--- config.mk ---
export PLATFORM = sky130hd
export DESIGN_NAME = noc_endpoint_bridge
export DESIGN_NICKNAME = d
export VERILOG_FILES = /design/src/rtl/noc_pkg.sv /design/src/rtl/noc_flit_fifo.sv /design/src/rtl/noc_endpoint_bridge.sv
export SDC_FILE = /design/constraint.sdc
export NUM_CORES = 1
export LEC_CHECK = 0
export BUFFER_PORTS_ARGS = -buffer_cell sky130_fd_sc_hd__buf_2
export CORE_AREA = 10 10 402 404
export CTS_CLUSTER_DIAMETER = 120
export DETAILED_ROUTE_END_ITERATION = 10
export DIE_AREA = 0 0 412 414
export PLACE_DENSITY_LB_ADDON = 0.15
export SYNTH_ARGS = -nofsm -noshare
export SYNTH_HDL_FRONTEND = slang
export SYNTH_SLANG_ARGS = --single-unit
--- constraint.sdc ---
create_clock -name clk -period 21.1 [get_ports clk]
set_clock_uncertainty 0.15 [all_clocks]
set_input_delay 1.055 -clock clk [delete_from_list [all_inputs] [get_ports clk]]
set_output_delay 1.055 -clock clk [all_outputs]
set_load 0.03 [all_outputs]
--- src/rtl/noc_pkg.sv ---
// noc_pkg: shared flit type, widths and sticky error bit indices for the endpoint bridge.
package noc_pkg;
    localparam int FLIT_WIDTH    = 256;
    localparam int DEST_WIDTH    = 4;
    localparam int ERR_TX_CREDIT = 0;
    localparam int ERR_RX_OVF    = 1;
    localparam int ERR_TX_DEST   = 2;

    typedef struct packed {
        logic [FLIT_WIDTH-1:0] data;
        logic [DEST_WIDTH-1:0] dest;
        logic                  is_tail;
    } flit_t;
endpackage

--- src/rtl/noc_flit_fifo.sv ---
// noc_flit_fifo: synchronous FIFO with registered occupancy count and wrap-bit pointers.
module noc_flit_fifo #(
    parameter int FIFO_DEPTH = 4,
    parameter int WIDTH      = 8
) (
    input  logic             clk,
    input  logic             rst_n,
    input  logic             push_i,
    input  logic             pop_i,
    input  logic [WIDTH-1:0] wdata_i,
    output logic [WIDTH-1:0] rdata_o,
    output logic             full_o,
    output logic             empty_o,
    output logic             overflow_o
);
    localparam int AW = $clog2(FIFO_DEPTH);

    logic [AW:0]      wr_q, wr_d, rd_q, rd_d, cnt_q, cnt_d;
    logic [WIDTH-1:0] mem_q [FIFO_DEPTH];
    logic             do_push, do_pop;

    assign empty_o    = cnt_q == '0;
    assign full_o     = cnt_q == (AW+1)'(FIFO_DEPTH);
    assign do_pop     = pop_i & ~empty_o;
    // A pop on a full FIFO frees the slot the same edge, so the push is still taken.
    assign do_push    = push_i & (~full_o | do_pop);
    assign overflow_o = push_i & full_o & ~do_pop;
    assign rdata_o    = mem_q[rd_q[AW-1:0]];

    always_comb begin
        wr_d  = wr_q + (AW+1)'(do_push);
        rd_d  = rd_q + (AW+1)'(do_pop);
        cnt_d = cnt_q + (AW+1)'(do_push) - (AW+1)'(do_pop);
    end

    always_ff @(posedge clk or negedge rst_n) begin
        if (!rst_n) begin
            wr_q  <= '0;
            rd_q  <= '0;
            cnt_q <= '0;
        end else begin
            wr_q  <= wr_d;
            rd_q  <= rd_d;
            cnt_q <= cnt_d;
        end
    end

    always_ff @(posedge clk) begin
        if (do_push) mem_q[wr_q[AW-1:0]] <= wdata_i;
    end
endmodule

--- src/rtl/noc_endpoint_bridge.sv ---
// noc_endpoint_bridge: valid/ready <-> credit-based router local port adapter with
// packet destination checking and sticky credit/buffer error flags.
module noc_endpoint_bridge
    import noc_pkg::*;
#(
    parameter int FLIT_WIDTH = noc_pkg::FLIT_WIDTH,
    parameter int DEST_WIDTH = noc_pkg::DEST_WIDTH,
    parameter int TX_CREDITS = 2,
    parameter int RX_DEPTH   = 4
) (
    input  logic                  clk,
    input  logic                  rst_n,
    input  logic                  tx_valid,
    output logic                  tx_ready,
    input  logic [FLIT_WIDTH-1:0] tx_data,
    input  logic [DEST_WIDTH-1:0] tx_dest,
    input  logic                  tx_is_tail,
    output logic                  send_out,
    output logic [FLIT_WIDTH-1:0] data_out,
    output logic [DEST_WIDTH-1:0] dest_out,
    output logic                  is_tail_out,
    input  logic                  credit_in,
    input  logic                  send_in,
    input  logic [FLIT_WIDTH-1:0] data_in,
    input  logic [DEST_WIDTH-1:0] dest_in,
    input  logic                  is_tail_in,
    output logic                  credit_out,
    output logic                  rx_valid,
    input  logic                  rx_ready,
    output logic [FLIT_WIDTH-1:0] rx_data,
    output logic [DEST_WIDTH-1:0] rx_dest,
    output logic                  rx_is_tail,
    output logic [2:0]            err
);
    localparam int CW = $clog2(TX_CREDITS + 1);

    logic [CW-1:0]         credit_q, credit_d;
    logic                  send_q, in_pkt_q, in_pkt_d, credit_out_q;
    logic [DEST_WIDTH-1:0] pkt_dest_q, pkt_dest_d;
    logic [2:0]            err_q, err_d;
    flit_t                 tx_q, tx_d, rx_flit;
    logic                  fire, cred_ovf, dest_err, rx_empty, rx_full, rx_ovf, pop;

    assign tx_ready = credit_q != '0;
    assign fire     = tx_valid & tx_ready;
    // A spare credit with the counter already full means the router returned more than it owns.
    assign cred_ovf = credit_in & ~fire & (credit_q == CW'(TX_CREDITS));
    assign dest_err = fire & in_pkt_q & (tx_dest != pkt_dest_q);
    assign pop      = rx_valid & rx_ready;

    always_comb begin
        credit_d   = cred_ovf ? credit_q : credit_q + CW'(credit_in) - CW'(fire);
        tx_d       = fire ? '{data: tx_data, dest: tx_dest, is_tail: tx_is_tail} : tx_q;
        in_pkt_d   = fire ? ~tx_is_tail : in_pkt_q;
        pkt_dest_d = (fire & ~in_pkt_q) ? tx_dest : pkt_dest_q;
        err_d      = err_q;
        err_d[ERR_TX_CREDIT] = err_q[ERR_TX_CREDIT] | cred_ovf;
        err_d[ERR_RX_OVF]    = err_q[ERR_RX_OVF] | rx_ovf;
        err_d[ERR_TX_DEST]   = err_q[ERR_TX_DEST] | dest_err;
    end

    always_ff @(posedge clk or negedge rst_n) begin
        if (!rst_n) begin
            credit_q     <= CW'(TX_CREDITS);
            send_q       <= 1'b0;
            tx_q         <= '0;
            in_pkt_q     <= 1'b0;
            pkt_dest_q   <= '0;
            err_q        <= '0;
            credit_out_q <= 1'b0;
        end else begin
            credit_q     <= credit_d;
            send_q       <= fire;
            tx_q         <= tx_d;
            in_pkt_q     <= in_pkt_d;
            pkt_dest_q   <= pkt_dest_d;
            err_q        <= err_d;
            credit_out_q <= pop;
        end
    end

    noc_flit_fifo #(
        .FIFO_DEPTH(RX_DEPTH),
        .WIDTH     ($bits(flit_t))
    ) u_rx_fifo (
        .clk       (clk),
        .rst_n     (rst_n),
        .push_i    (send_in),
        .pop_i     (pop),
        .wdata_i   ({data_in, dest_in, is_tail_in}),
        .rdata_o   (rx_flit),
        .full_o    (rx_full),
        .empty_o   (rx_empty),
        .overflow_o(rx_ovf)
    );

    assign send_out    = send_q;
    assign data_out    = tx_q.data;
    assign dest_out    = tx_q.dest;
    assign is_tail_out = tx_q.is_tail;
    assign credit_out  = credit_out_q;
    assign rx_valid    = ~rx_empty;
    assign rx_data     = rx_flit.data;
    assign rx_dest     = rx_flit.dest;
    assign rx_is_tail  = rx_flit.is_tail;
    assign err         = err_q;

    logic unused_full;
    assign unused_full = rx_full;
endmodule

; After elaboration in Yosys (flattened, before gate mapping)
; Memories as Yosys holds them, arrays and structs flattened.
; Cells that the tools add are included.
; W data, S select, Z words.
[classes]
reduce_logical = 2
muxes = 2
add_sub_neg = 6
n_bitwise = 21
eq_ne = 3
[ops]
columns = operator, count
row1 = $and A1 B1 Y1, 11
row2 = $add A3 B1 Y3, 3
row3 = $not A1 Y1, 6
row4 = $ne A4 B4 Y1, 1
row5 = $or A1 B1 Y1, 4
row6 = $eq A3 B3 Y1 const B, 1
row7 = $logic_not A3 Y1, 1
row8 = $sub A3 B1 Y3, 1
row9 = $add A2 B1 Y2, 1
row10 = $eq A2 B2 Y1 const B, 1
row11 = $mux W1, 2
row12 = $reduce_bool A2 Y1, 1
row13 = $sub A2 B1 Y2, 1
[totals]
out_inout_bits = 529
register_bits = 282
inputBits = 528
mem_bits_rw = 1044
word_cells = 47
n_memories = 1
[mem_list]
columns = memory, words, word_bits, read_ports, rd_clocked_by_memory_dff, wr, line
row1 = u_rx_fifo.mem_q, 4, 261, 1, 0, 1, noc_flit_fifo.sv:19  ; logic [WIDTH-1:0] mem_q [FIFO_DEPTH];

; Depth between registers and ports, before layout
[depth]
depth_word = 8
depth_mapped = 10
depth_no_buf = 8

; Hierarchy
; From an unflattened synthesis, not the netlist that was laid out.
[hier_totals]
hier_cells = 1987
hier_area_um2 = 48338.9
[modules_own_cells]
columns = mod, area_per_inst_um2, cells_per_inst, instances, seq_area_each_um2
row1 = noc_flit_fifo, 38030.2, 1394, 1, 31525.2
row2 = noc_endpoint_bridge, 10308.6, 593, 1, 6832.8

; Worst setup path before layout
; Ideal clock, no wire load.
[synth_timing]
path_type = input to register
start = input port rx_ready
end = memory u_rx_fifo.mem_q[0][0] in the netlist's numbering, enable pin
n_path_buf = 0
setup_slack_ns = -0.429
required_time_ns = 19.695
t_arrival_ns = 20.123
setup_time_ns = 1.255
cell_stages = 3
path_cell_list = or4b_4 -> and2_1 -> nor3b_1
[synth_between]
elab_chain_cells = 6
[synth_lines]
columns = item, line
row1 = from (decl), noc_endpoint_bridge.sv:29  ; input logic rx_ready,
row2 = $and A1 B1 Y1, noc_endpoint_bridge.sv:49  ; assign pop = rx_valid & rx_ready;
row3 = $and A1 B1 Y1, noc_flit_fifo.sv:24  ; assign do_pop = pop_i & ~empty_o;
row4 = $or A1 B1 Y1, noc_flit_fifo.sv:26  ; assign do_push = push_i & (~full_o | do_pop);
row5 = $and A1 B1 Y1, noc_flit_fifo.sv:26
row6 = $mux W1, noc_flit_fifo.sv:49  ; if (do_push) mem_q[wr_q[AW-1:0]] <= wdata_i;
row7 = $mux W1 (not written as such), noc_flit_fifo.sv:49
row8 = to (decl), noc_flit_fifo.sv:19
; Every way passes these cells.

; Final worst setup path
[layout_timing]
start = register u_rx_fifo.rd_q[0]
end = output port rx_data[5]
[layout_between]
elab_chain_cells = 1
[layout_lines]
columns = item, line
row1 = from (decl), noc_flit_fifo.sv:18  ; logic [AW:0] wr_q, wr_d, rd_q, rd_d, cnt_q, cnt_d;
row2 = from (signal assigned), noc_flit_fifo.sv:43  ; rd_q <= rd_d;
row3 = $mem_v2 Z4 W261, -
row4 = to (decl), noc_endpoint_bridge.sv:30  ; output logic [FLIT_WIDTH-1:0] rx_data,
; Every way passes these cells.

==> run metrics <==
Hold WC Path Type=in2async; Switch Pwr=0.003730 W; status=finished, final reports clean; total grt overflow=0; CTS Hold Buffers Added=0; CTS clk-pin slew, worst paths=60 ps; FF-to-FF path depth=6; WP data required=19900 ps; CTS Buf Count=148; number of I/O port buffers=1056; DPL Wire Length=122.1 mm; filler instances=14006; share of cells above drive strength 1=0.5628; Starting DRT DRC Count=1684; DR pass1 iterations=5; P_leak=22.36 nW; Die W=412 um; uppermost layer routed=met5; Ports=1057; Slew @ Worst Pin=1182 ps; Arr. time, crit path=4460 ps; pwr dens=162.3 mW/mm^2; DP Worst Slack=15680 ps; Mapped Cells=1986; RSZ-0062 raised after global routing=no; routed vias=25516; Final WS setup=15440 ps; Max clock buf depth=3; clock share of power=0.254; CTS H-tree depth=4; area share of fa/ha/maj cells after synthesis=0.001716; Rows=144; Routed WL=166.3 mm; startpoint types=flop; Int Pwr=0.006090 W; gpl congestion=0.9556; multiplexer share of the synthesized area=0.1841; met2 wire len=85.27 mm; total clock sinks=1324; crit end category=primary output; Synth Area in Simple Gates=0.001950; Initial Util=0.3139; CTS tree=built; Post-Route Setup TNS=0 ps; Max transition margin=0.2121; largest family of logic cells by synthesized area=multiplexers; yosys warns=0; first-pass GRT wire length=227.0 mm; final hold vios=0; Synth Cell Area=0.04813 mm^2; Root Driver=clkbuf_16; worst skew pair latency=730 ps; register area share after synthesis=0.7970; final std cells w/o fill=5321; Final Cycle Share=0.2683; GRT Overall Usage=0.1892; initial antenna violation count=160; Core Box Area=0.1533 mm^2; switching power share of the total=0.3799; DRC violations left=0; Post-CTS Setup Bufs=0; Flop pwr share=0.381; chip height=414 um; Max Freq=0.1766 GHz; fin crit period=5662 ps; xor/xnor share of the synthesized area=0.001820; drt wl/cell=31.25 um; syn nets=2520; Mean Syn Cell Area=24.23 um^2; DR vias/cell=4.795; synth-to-layout area growth=25.74%; Peak VDD IR=0.08687 mV; number of distinct library cells after synthesis=33; largest net degree at the start of global routing=133; CP max FO=44; Power Total=0.009820 W; met3 routed WL=17.68 mm; post-route ant nets=0; vias in the first global route=27039; CP Class=reg2out; fin. max-slew vios=0; #FFs+latches synth=1324; reg2reg setup slack=16580 ps; Gates resized, CTS repair=0; Setup Viol. Count Final=0; die area=0.1706 mm^2; Compound-Gate Fraction of Synth Area=0.001144; fin nets=3668; Max-Cap Viols=0; DRT met1 WL=57.10 mm; placed insts=5028; Combinational Power Share=0.366
## stage by stage
step,cell area [um^2],hold WS (ps),util
after floorplan,48130,321.7,-
after global placement,55740,313.8,0.3636
after detailed placement,55740,304.5,0.3636
after CTS,60450,140.4,0.3942
after global routing,60490,151.6,0.3945
final,60510,143.2,0.3947
## final cells by class
class	count	area, um^2	area share
flip-flops and latches	1324	38370	0.6340
multi-input cells	566	9224	0.1524
repair buffers	1085	5563	0.09193
clock buffers	191	4040	0.06676
well taps	2044	2557	0.04226
clock inverters	75	661.9	0.01094
diodes	27	67.56	0.001117
inverters	9	33.78	0.0005583
## routing by layer
metal,global-route usage,vias to the layer above
met1,0.2015,13350
met2,0.3307,1159
met3,0.08655,432
li1,-,10519
met5,0,-
met4,0.06060,56
## flip-flops by register name, indices dropped and copies added, names as in the netlist
signal	count
send_out	1
credit_out	1
u_rx_fifo.wr_q	2
in_pkt_q	1
credit_q	2
pkt_dest_q	4
u_rx_fifo.cnt_q	3
err	3
u_rx_fifo.rd_q	2
data_out	256
dest_out	4
is_tail_out	1
u_rx_fifo.mem_q	1044
## worst max-delay path, stage by stage, from the launching register on
cell,delay [ps]
dfrtp_4,1070
buf_4,860
buf_4,810
mux4_2,610
buf_2,220
## cells by family (layout without fill, tap and decap cells)
| logic type | after synthesis | in the layout |
|---|---|---|
| fa+ha+maj | 6 | 6 |
| flops | 1324 | 1324 |
| other cells | 0 | 27 |
| simple gates | 16 | 16 |
| buf+inv | 96 | 1360 |
| compound gates | 8 | 8 |
| xor+xnor | 10 | 10 |
| mux | 526 | 526 |
## power by group through the flow
stage,registers (W),clock network [W],logic [W]
after floorplan,0.00423,0,0.00201
final,0.00374,0.00249,0.00359
after CTS,0.00374,0.00257,0.00369
after global routing,0.00379,0.00267,0.00378
after detailed placement,0.00379,0,0.00368
after global placement,0.00377,0,0.00368
## synth_stat cells, drive strengths merged
| cell | number | area (um^2) |
|---|---|---|
| o31a | 1 | 8.760 |
| a21o | 1 | 7.510 |
| clkbuf | 9 | 33.78 |
| nor3b | 2 | 15.01 |
| mux2 | 265 | 2984 |
| ha | 5 | 62.56 |
| xnor2 | 8 | 70.07 |
| nand4 | 1 | 6.260 |
| or2 | 1 | 6.260 |
| nand3 | 2 | 10.01 |
| o21bai | 1 | 7.510 |
| dfrtp | 279 | 6982 |
| mux4 | 261 | 5878 |
| o21ai | 2 | 10.00 |
| a31o | 1 | 8.760 |
| dfstp | 1 | 26.28 |
| edfxtp | 1044 | 31350 |
| inv | 9 | 33.78 |
| a21boi | 1 | 7.510 |
| or3 | 1 | 6.260 |
| or4b | 1 | 13.76 |
| nor2 | 3 | 11.26 |
| buf | 78 | 520.5 |
| and3 | 1 | 6.260 |
| xor2 | 2 | 17.52 |
| a21oi | 1 | 5.000 |
| nand2 | 2 | 7.510 |
| nor3 | 1 | 5.000 |
| and2 | 1 | 6.260 |
| fa | 1 | 20.02 |
## worst paths after layout
path                                               end                from
worst max-delay path                        rx_data[5]   u_rx_fifo.rd_q[0]
worst min-delay path                     data_out[149]               rst_n
worst max register to register  u_rx_fifo.mem_q[3][90]  u_rx_fifo.cnt_q[2]
worst min register to register                  err[0]              err[0]
max in group asynchronous                 data_out[26]               rst_n
min in group clk                                err[0]              err[0]
## cells in the final DEF, fill, tap and decap left out, types with 2 or more instances in the layout
| cell type | netlist | layout |
|---|---|---|
| buf_12 | 0 | 4 |
| dfrtp_4 | 0 | 2 |
| clkinv_2 | 0 | 24 |
| bufinv_16 | 0 | 9 |
| clkbuf_1 | 9 | 30 |
| clkbuf_8 | 0 | 9 |
| ha_1 | 5 | 5 |
| xnor2_1 | 8 | 8 |
| diode_2 | 0 | 27 |
| inv_6 | 0 | 7 |
| inv_1 | 9 | 9 |
| mux4_2 | 261 | 261 |
| clkbuf_16 | 0 | 152 |
| mux2_2 | 265 | 265 |
| nand3_1 | 2 | 2 |
| buf_2 | 38 | 1055 |
| dfrtp_1 | 279 | 277 |
| edfxtp_1 | 1044 | 1044 |
| nor2_4 | 0 | 2 |
| clkinv_1 | 0 | 29 |
| buf_4 | 32 | 25 |
| nand2_1 | 2 | 2 |
| inv_16 | 0 | 2 |
| xor2_1 | 2 | 2 |
No activity file was read; power rests on OpenSTA's default activity.
